### src/rtl/mul_seq_pkg.sv
// Shared types for the multiplier request sequencer: FSM state encoding and
// multiplier mode (cm) constants.
package mul_seq_pkg;

  typedef enum logic [1:0] {
    IDLE  = 2'd0,
    ISSUE = 2'd1,
    WAIT  = 2'd2,
    DONE  = 2'd3
  } state_e;

  localparam logic [1:0] CM_SINGLE8   = 2'b00;
  localparam logic [1:0] CM_DUAL8     = 2'b01;
  localparam logic [1:0] CM_SINGLE16  = 2'b10;
  localparam logic [1:0] CM_RESERVED  = 2'b11;

endpackage

### src/rtl/mul_seq_wait_counter.sv
// Saturating wait-cycle counter with synchronous clear/increment and a
// terminal-count flag against TIMEOUT_CYCLES (evaluated on the next count).
module mul_seq_wait_counter #(
  parameter int CNT_W          = 8,
  parameter int TIMEOUT_CYCLES = 64
) (
  input  logic             clk_i,
  input  logic             reset_ni,
  input  logic             clear_i,
  input  logic             inc_i,
  output logic [CNT_W-1:0] count_next_o,
  output logic             tc_o
);

  localparam logic [CNT_W-1:0] CNT_MAX = '1;
  localparam logic [CNT_W-1:0] TC_VAL  = CNT_W'(TIMEOUT_CYCLES);

  logic [CNT_W-1:0] count_d, count_q;

  // count_next_o is the value including the current cycle, so a capture in
  // this cycle reports the cycle itself.
  always_comb begin
    count_next_o = (count_q == CNT_MAX) ? count_q : count_q + CNT_W'(1);
    count_d      = count_q;
    if (clear_i) begin
      count_d = '0;
    end else if (inc_i) begin
      count_d = count_next_o;
    end
  end

  assign tc_o = (count_next_o == TC_VAL);

  always_ff @(posedge clk_i or negedge reset_ni) begin
    if (!reset_ni) begin
      count_q <= '0;
    end else begin
      count_q <= count_d;
    end
  end

endmodule

### src/rtl/mul_request_sequencer.sv
// Valid/ready front end for the 16x16 multiplier: one transaction in flight.
// Optional macro MUL_SEQ_TIMEOUT_EN aborts WAIT after TIMEOUT_CYCLES.
module mul_request_sequencer
  import mul_seq_pkg::*;
#(
  parameter int CNT_W          = 8,
  parameter int TIMEOUT_CYCLES = 64
) (
  input  logic             clk_i,
  input  logic             reset_ni,
  input  logic             req_valid_i,
  output logic             req_ready_o,
  input  logic [15:0]      req_multiplicand_i,
  input  logic [15:0]      req_multiplier_i,
  input  logic [1:0]       req_mode_i,
  output logic [15:0]      mul_multiplicand_o,
  output logic [15:0]      mul_multiplier_o,
  output logic [1:0]       mul_cm_o,
  output logic             mul_enable_o,
  input  logic [31:0]      mul_product_i,
  input  logic             mul_data_valid_i,
  output logic             rsp_valid_o,
  input  logic             rsp_ready_i,
  output logic [31:0]      rsp_product_o,
  output logic [1:0]       rsp_mode_o,
  output logic             rsp_error_o,
  output logic [CNT_W-1:0] rsp_cycles_o,
  output logic             busy_o
);

  state_e           state_d, state_q;
  logic [15:0]      a_d, a_q;
  logic [15:0]      b_d, b_q;
  logic [1:0]       mode_d, mode_q;
  logic [31:0]      product_d, product_q;
  logic             error_d, error_q;
  logic [CNT_W-1:0] cycles_d, cycles_q;

  logic             cnt_clear;
  logic             cnt_inc;
  logic [CNT_W-1:0] cnt_next;
  logic             cnt_tc;

  mul_seq_wait_counter #(
    .CNT_W          (CNT_W),
    .TIMEOUT_CYCLES (TIMEOUT_CYCLES)
  ) u_wait_counter (
    .clk_i        (clk_i),
    .reset_ni     (reset_ni),
    .clear_i      (cnt_clear),
    .inc_i        (cnt_inc),
    .count_next_o (cnt_next),
    .tc_o         (cnt_tc)
  );

`ifndef MUL_SEQ_TIMEOUT_EN
  logic unused_tc;
  assign unused_tc = cnt_tc;
`endif

  always_comb begin
    state_d   = state_q;
    a_d       = a_q;
    b_d       = b_q;
    mode_d    = mode_q;
    product_d = product_q;
    error_d   = error_q;
    cycles_d  = cycles_q;
    cnt_clear = 1'b0;
    cnt_inc   = 1'b0;

    case (state_q)
      IDLE: begin
        if (req_valid_i) begin
          a_d       = req_multiplicand_i;
          b_d       = req_multiplier_i;
          mode_d    = req_mode_i;
          cnt_clear = 1'b1;
          // Reserved mode is answered locally; the multiplier never sees it.
          if (req_mode_i == CM_RESERVED) begin
            product_d = '0;
            error_d   = 1'b1;
            cycles_d  = '0;
            state_d   = DONE;
          end else begin
            state_d   = ISSUE;
          end
        end
      end
      // A valid left over from the previous operation may still be high here.
      ISSUE: begin
        state_d = WAIT;
      end
      WAIT: begin
        cnt_inc = 1'b1;
        if (mul_data_valid_i) begin
          product_d = mul_product_i;
          error_d   = 1'b0;
          cycles_d  = cnt_next;
          state_d   = DONE;
        end
`ifdef MUL_SEQ_TIMEOUT_EN
        else if (cnt_tc) begin
          product_d = '0;
          error_d   = 1'b1;
          cycles_d  = cnt_next;
          state_d   = DONE;
        end
`endif
      end
      DONE: begin
        if (rsp_ready_i) begin
          state_d = IDLE;
        end
      end
      default: begin
        state_d = IDLE;
      end
    endcase
  end

  always_ff @(posedge clk_i or negedge reset_ni) begin
    if (!reset_ni) begin
      state_q   <= IDLE;
      a_q       <= '0;
      b_q       <= '0;
      mode_q    <= '0;
      product_q <= '0;
      error_q   <= 1'b0;
      cycles_q  <= '0;
    end else begin
      state_q   <= state_d;
      a_q       <= a_d;
      b_q       <= b_d;
      mode_q    <= mode_d;
      product_q <= product_d;
      error_q   <= error_d;
      cycles_q  <= cycles_d;
    end
  end

  assign req_ready_o        = (state_q == IDLE);
  assign busy_o             = (state_q != IDLE);
  assign mul_enable_o       = (state_q == ISSUE) || (state_q == WAIT);
  assign rsp_valid_o        = (state_q == DONE);
  assign mul_multiplicand_o = a_q;
  assign mul_multiplier_o   = b_q;
  assign mul_cm_o           = mode_q;
  assign rsp_mode_o         = mode_q;
  assign rsp_product_o      = product_q;
  assign rsp_error_o        = error_q;
  assign rsp_cycles_o       = cycles_q;

endmodule

### config.mk
export PLATFORM = sky130hd
export DESIGN_NAME = mul_request_sequencer
export DESIGN_NICKNAME = d
export VERILOG_FILES = /design/src/rtl/mul_seq_pkg.sv /design/src/rtl/mul_seq_wait_counter.sv /design/src/rtl/mul_request_sequencer.sv
export SDC_FILE = /design/constraint.sdc
export NUM_CORES = 1
export LEC_CHECK = 0
export BUFFER_PORTS_ARGS = -buffer_cell sky130_fd_sc_hd__clkbuf_2
export CORE_ASPECT_RATIO = 0.7
export CORE_MARGIN = 2
export CORE_UTILIZATION = 53
export CTS_BUF_LIST = sky130_fd_sc_hd__clkbuf_8
export DETAILED_ROUTE_END_ITERATION = 8
export GPL_ROUTABILITY_DRIVEN = 1
export GPL_TIMING_DRIVEN = 1
export PLACE_DENSITY = 0.88
export SLEW_MARGIN = 20
export SYNTH_ARGS = -nofsm -noshare
export SYNTH_HDL_FRONTEND = slang
export SYNTH_HIERARCHICAL = 1
export SYNTH_SLANG_ARGS = --single-unit
### constraint.sdc
create_clock -name clk_i -period 4.3 [get_ports clk_i]
set_clock_uncertainty 0.1 [all_clocks]
set_input_delay 0.86 -clock clk_i [delete_from_list [all_inputs] [get_ports clk_i]]
set_output_delay 0.86 -clock clk_i [all_outputs]
set_load 0.02 [all_outputs]
==> impl_metrics.env <==
export IMPL_diodes=0
export IMPL_p_switching_mw=1.43
export IMPL_intPower_mw=2.04
export IMPL_post_route_util_pct=71.1
export IMPL_finalCriticalPeriod_ns=2.74
export IMPL_required_ns=4.49
export IMPL_synth_avg_cell_area_um2=13.5
export IMPL_dp_cells=472
export IMPL_hold_viol=0
export IMPL_area_growth_pct=28.2
export IMPL_via_count=2716
export IMPL_wl_met2_um=4130
export IMPL_critPathArrivalTime_ns=2.93
export IMPL_io_pins=152
export IMPL_grt_pass1_vias=2613
export IMPL_yosysWarningCount=6
export IMPL_cts_buffer_depth=2
export IMPL_synthesis_area_um2=3500
export IMPL_viasPerCell=5.58
export IMPL_p_total_mw=3.47
export IMPL_fp_coreArea_um2=6310
export IMPL_syn_inst=259
export IMPL_cts_resized=0
export IMPL_post_route_period_util_pct=63.7
export IMPL_wl_met1_um=3380
export IMPL_clkPwrFrac_pct=16.1
export IMPL_crit_fanout=22
export IMPL_seq_power_share_pct=38.0
export IMPL_hold_class="register to register"
export IMPL_fin_tns_setup_ns=0
export IMPL_crit_type="register to register"
export IMPL_io_buffers=151
export IMPL_dr_first_iter_drc_count=147
export IMPL_cts_buffers_inserted=9
export IMPL_final_nets=481
export IMPL_slew_violations=0
export IMPL_die_h_um=72.0
export IMPL_ctsHoldBuffers=0
export IMPL_grt_use_total_pct=23.1
export IMPL_fin_cells=487
export IMPL_wl_met3_um=625
export IMPL_routed_top_layer="met4"
export IMPL_htree_levels=3
export IMPL_finalWeightedCongestion=0.813
export IMPL_cts_tree="yes"
export IMPL_max_freq_mhz=365
export IMPL_fp_row_count=24
export IMPL_ir_drop_mv=0.352
export IMPL_cts_reportedPaths_clkPinSlew_ns=0.09
export IMPL_cts_root_buf="clkbuf_8"
export IMPL_initial_utilization_pct=55.4
export IMPL_place_detailed_hpwl_um=5920
export IMPL_pwr_share_comb_pct=45.8
export IMPL_dieWidth_um=101
export IMPL_grt_overflow=0
export IMPL_routedWlPerCell_um=16.9
export IMPL_clk_insertion_delay_late_ns=0.35
export IMPL_status="completed"
export IMPL_dr_pass1_iters=4
export IMPL_antenna_found_initial=0
export IMPL_setup_viol=0
export IMPL_syn_nets=335
export IMPL_grt_first_pass_wirelength_um=12900
export IMPL_wl_um=8240
export IMPL_rsz0062_at_grt="false"
export IMPL_powerDensity_nw_per_um2=775
export IMPL_grt_max_degree=86
export IMPL_drive_gt1_share_pct=50.9
export IMPL_cp_start_kind="register"
export IMPL_clkSinkCount=85
export IMPL_tightest_slew_ns=0.946
export IMPL_post_route_drc_count=0
export IMPL_r2r_slack_ns=1.56
export IMPL_dieArea_um2=7270
export IMPL_ant_nets=0
export IMPL_worstSetupEndpointType="register"
export IMPL_p_leak_nw=2.34
export IMPL_switching_share_pct=41.2
export IMPL_post_cts_buffers=0
export IMPL_maxCapViolCount=0
export IMPL_slew_headroom_pct=36.7
-- cell usage in the layout (no fill, tap or decap), types with 3 or more instances in the layout --
cell	instances
dfrtp_1	85
nand2_1	7
nor2b_1	3
nand3_1	8
and3_1	5
clkbuf_2	150
buf_4	4
nor2_1	9
inv_1	5
mux2i_1	5
a21oi_1	5
clkbuf_8	9
nand2b_1	4
ha_1	5
mux2_2	35
a22o_1	40
o21ai_0	5
-- area by class of cell --
| class | instances | area (µm²) |
|---|---|---|
| Fill cell | 444 | 1830 |
| Inverter | 5 | 18.8 |
| Sequential cell | 85 | 2130 |
| Clock inverter | 6 | 72.6 |
| Multi-Input combinational cell | 149 | 1250 |
| Timing Repair Buffer | 155 | 792 |
| Tap cell | 78 | 97.6 |
| Clock buffer | 9 | 124 |
-- power groups by stage --
stage | sequential [mW] | clock [mW] | combinational, mW
floorplan | 1.70 | 0 | 0.691
global placement | 1.32 | 0 | 1.55
detailed placement | 1.33 | 0 | 1.60
CTS | 1.32 | 0.578 | 1.61
global route | 1.36 | 0.605 | 1.70
finish | 1.32 | 0.560 | 1.59
-- worst paths after layout --
check	from	end	cells past startpoint
max reg2reg	state_q[0]$_DFFE_PN0P_	rsp_product_o[12]$_DFFE_PN0P_	6
min reg2reg	rsp_product_o[8]$_DFFE_PN0P_	rsp_product_o[8]$_DFFE_PN0P_	1
min in group asynchronous	reset_ni	mul_multiplicand_o[4]$_DFFE_PN0P_	1
max in group asynchronous	reset_ni	mul_multiplicand_o[11]$_DFFE_PN0P_	1
min	rsp_product_o[8]$_DFFE_PN0P_	rsp_product_o[8]$_DFFE_PN0P_	1
max	state_q[0]$_DFFE_PN0P_	rsp_product_o[12]$_DFFE_PN0P_	6
-- through the flow --
stage / setup slack [ns] / area (µm²) / hold WS [ns]
after floorplan: 2.36 / 3500 / 0.434
after global placement: 1.74 / 4280 / 0.386
after CTS: 1.54 / 4480 / 0.410
after detailed placement: 1.61 / 4280 / 0.391
after global routing: 1.32 / 4480 / 0.431
final: 1.56 / 4480 / 0.408
-- layer usage --
| metal | vias up | global-route usage, % |
|---|---|---|
| li1 | 1232 | - |
| met1 | 1365 | 30.4 |
| met2 | 109 | 37.5 |
| met3 | 10 | 7.90 |
| met4 | 0 | 5.71 |
| met5 | - | 0 |
-- critical path, stage by stage (launching register included) --
cell and delay, ns:
dfrtp_1 0.39, inv_1 0.13, ha_1 0.49, nand2_1 0.20, a211oi_4 0.83, buf_4 0.37, a22o_1 0.16
-- registers in the layout (all words and copies together) (netlist names) --
name and flops:
state_q 2, rsp_product_o 32, rsp_error_o 1, mul_multiplicand_o 16, mul_cm_o 2, mul_multiplier_o 16, u_wait_counter/count_q 8, rsp_cycles_o 8
Note: power is estimated with default switching activity, not from simulation.
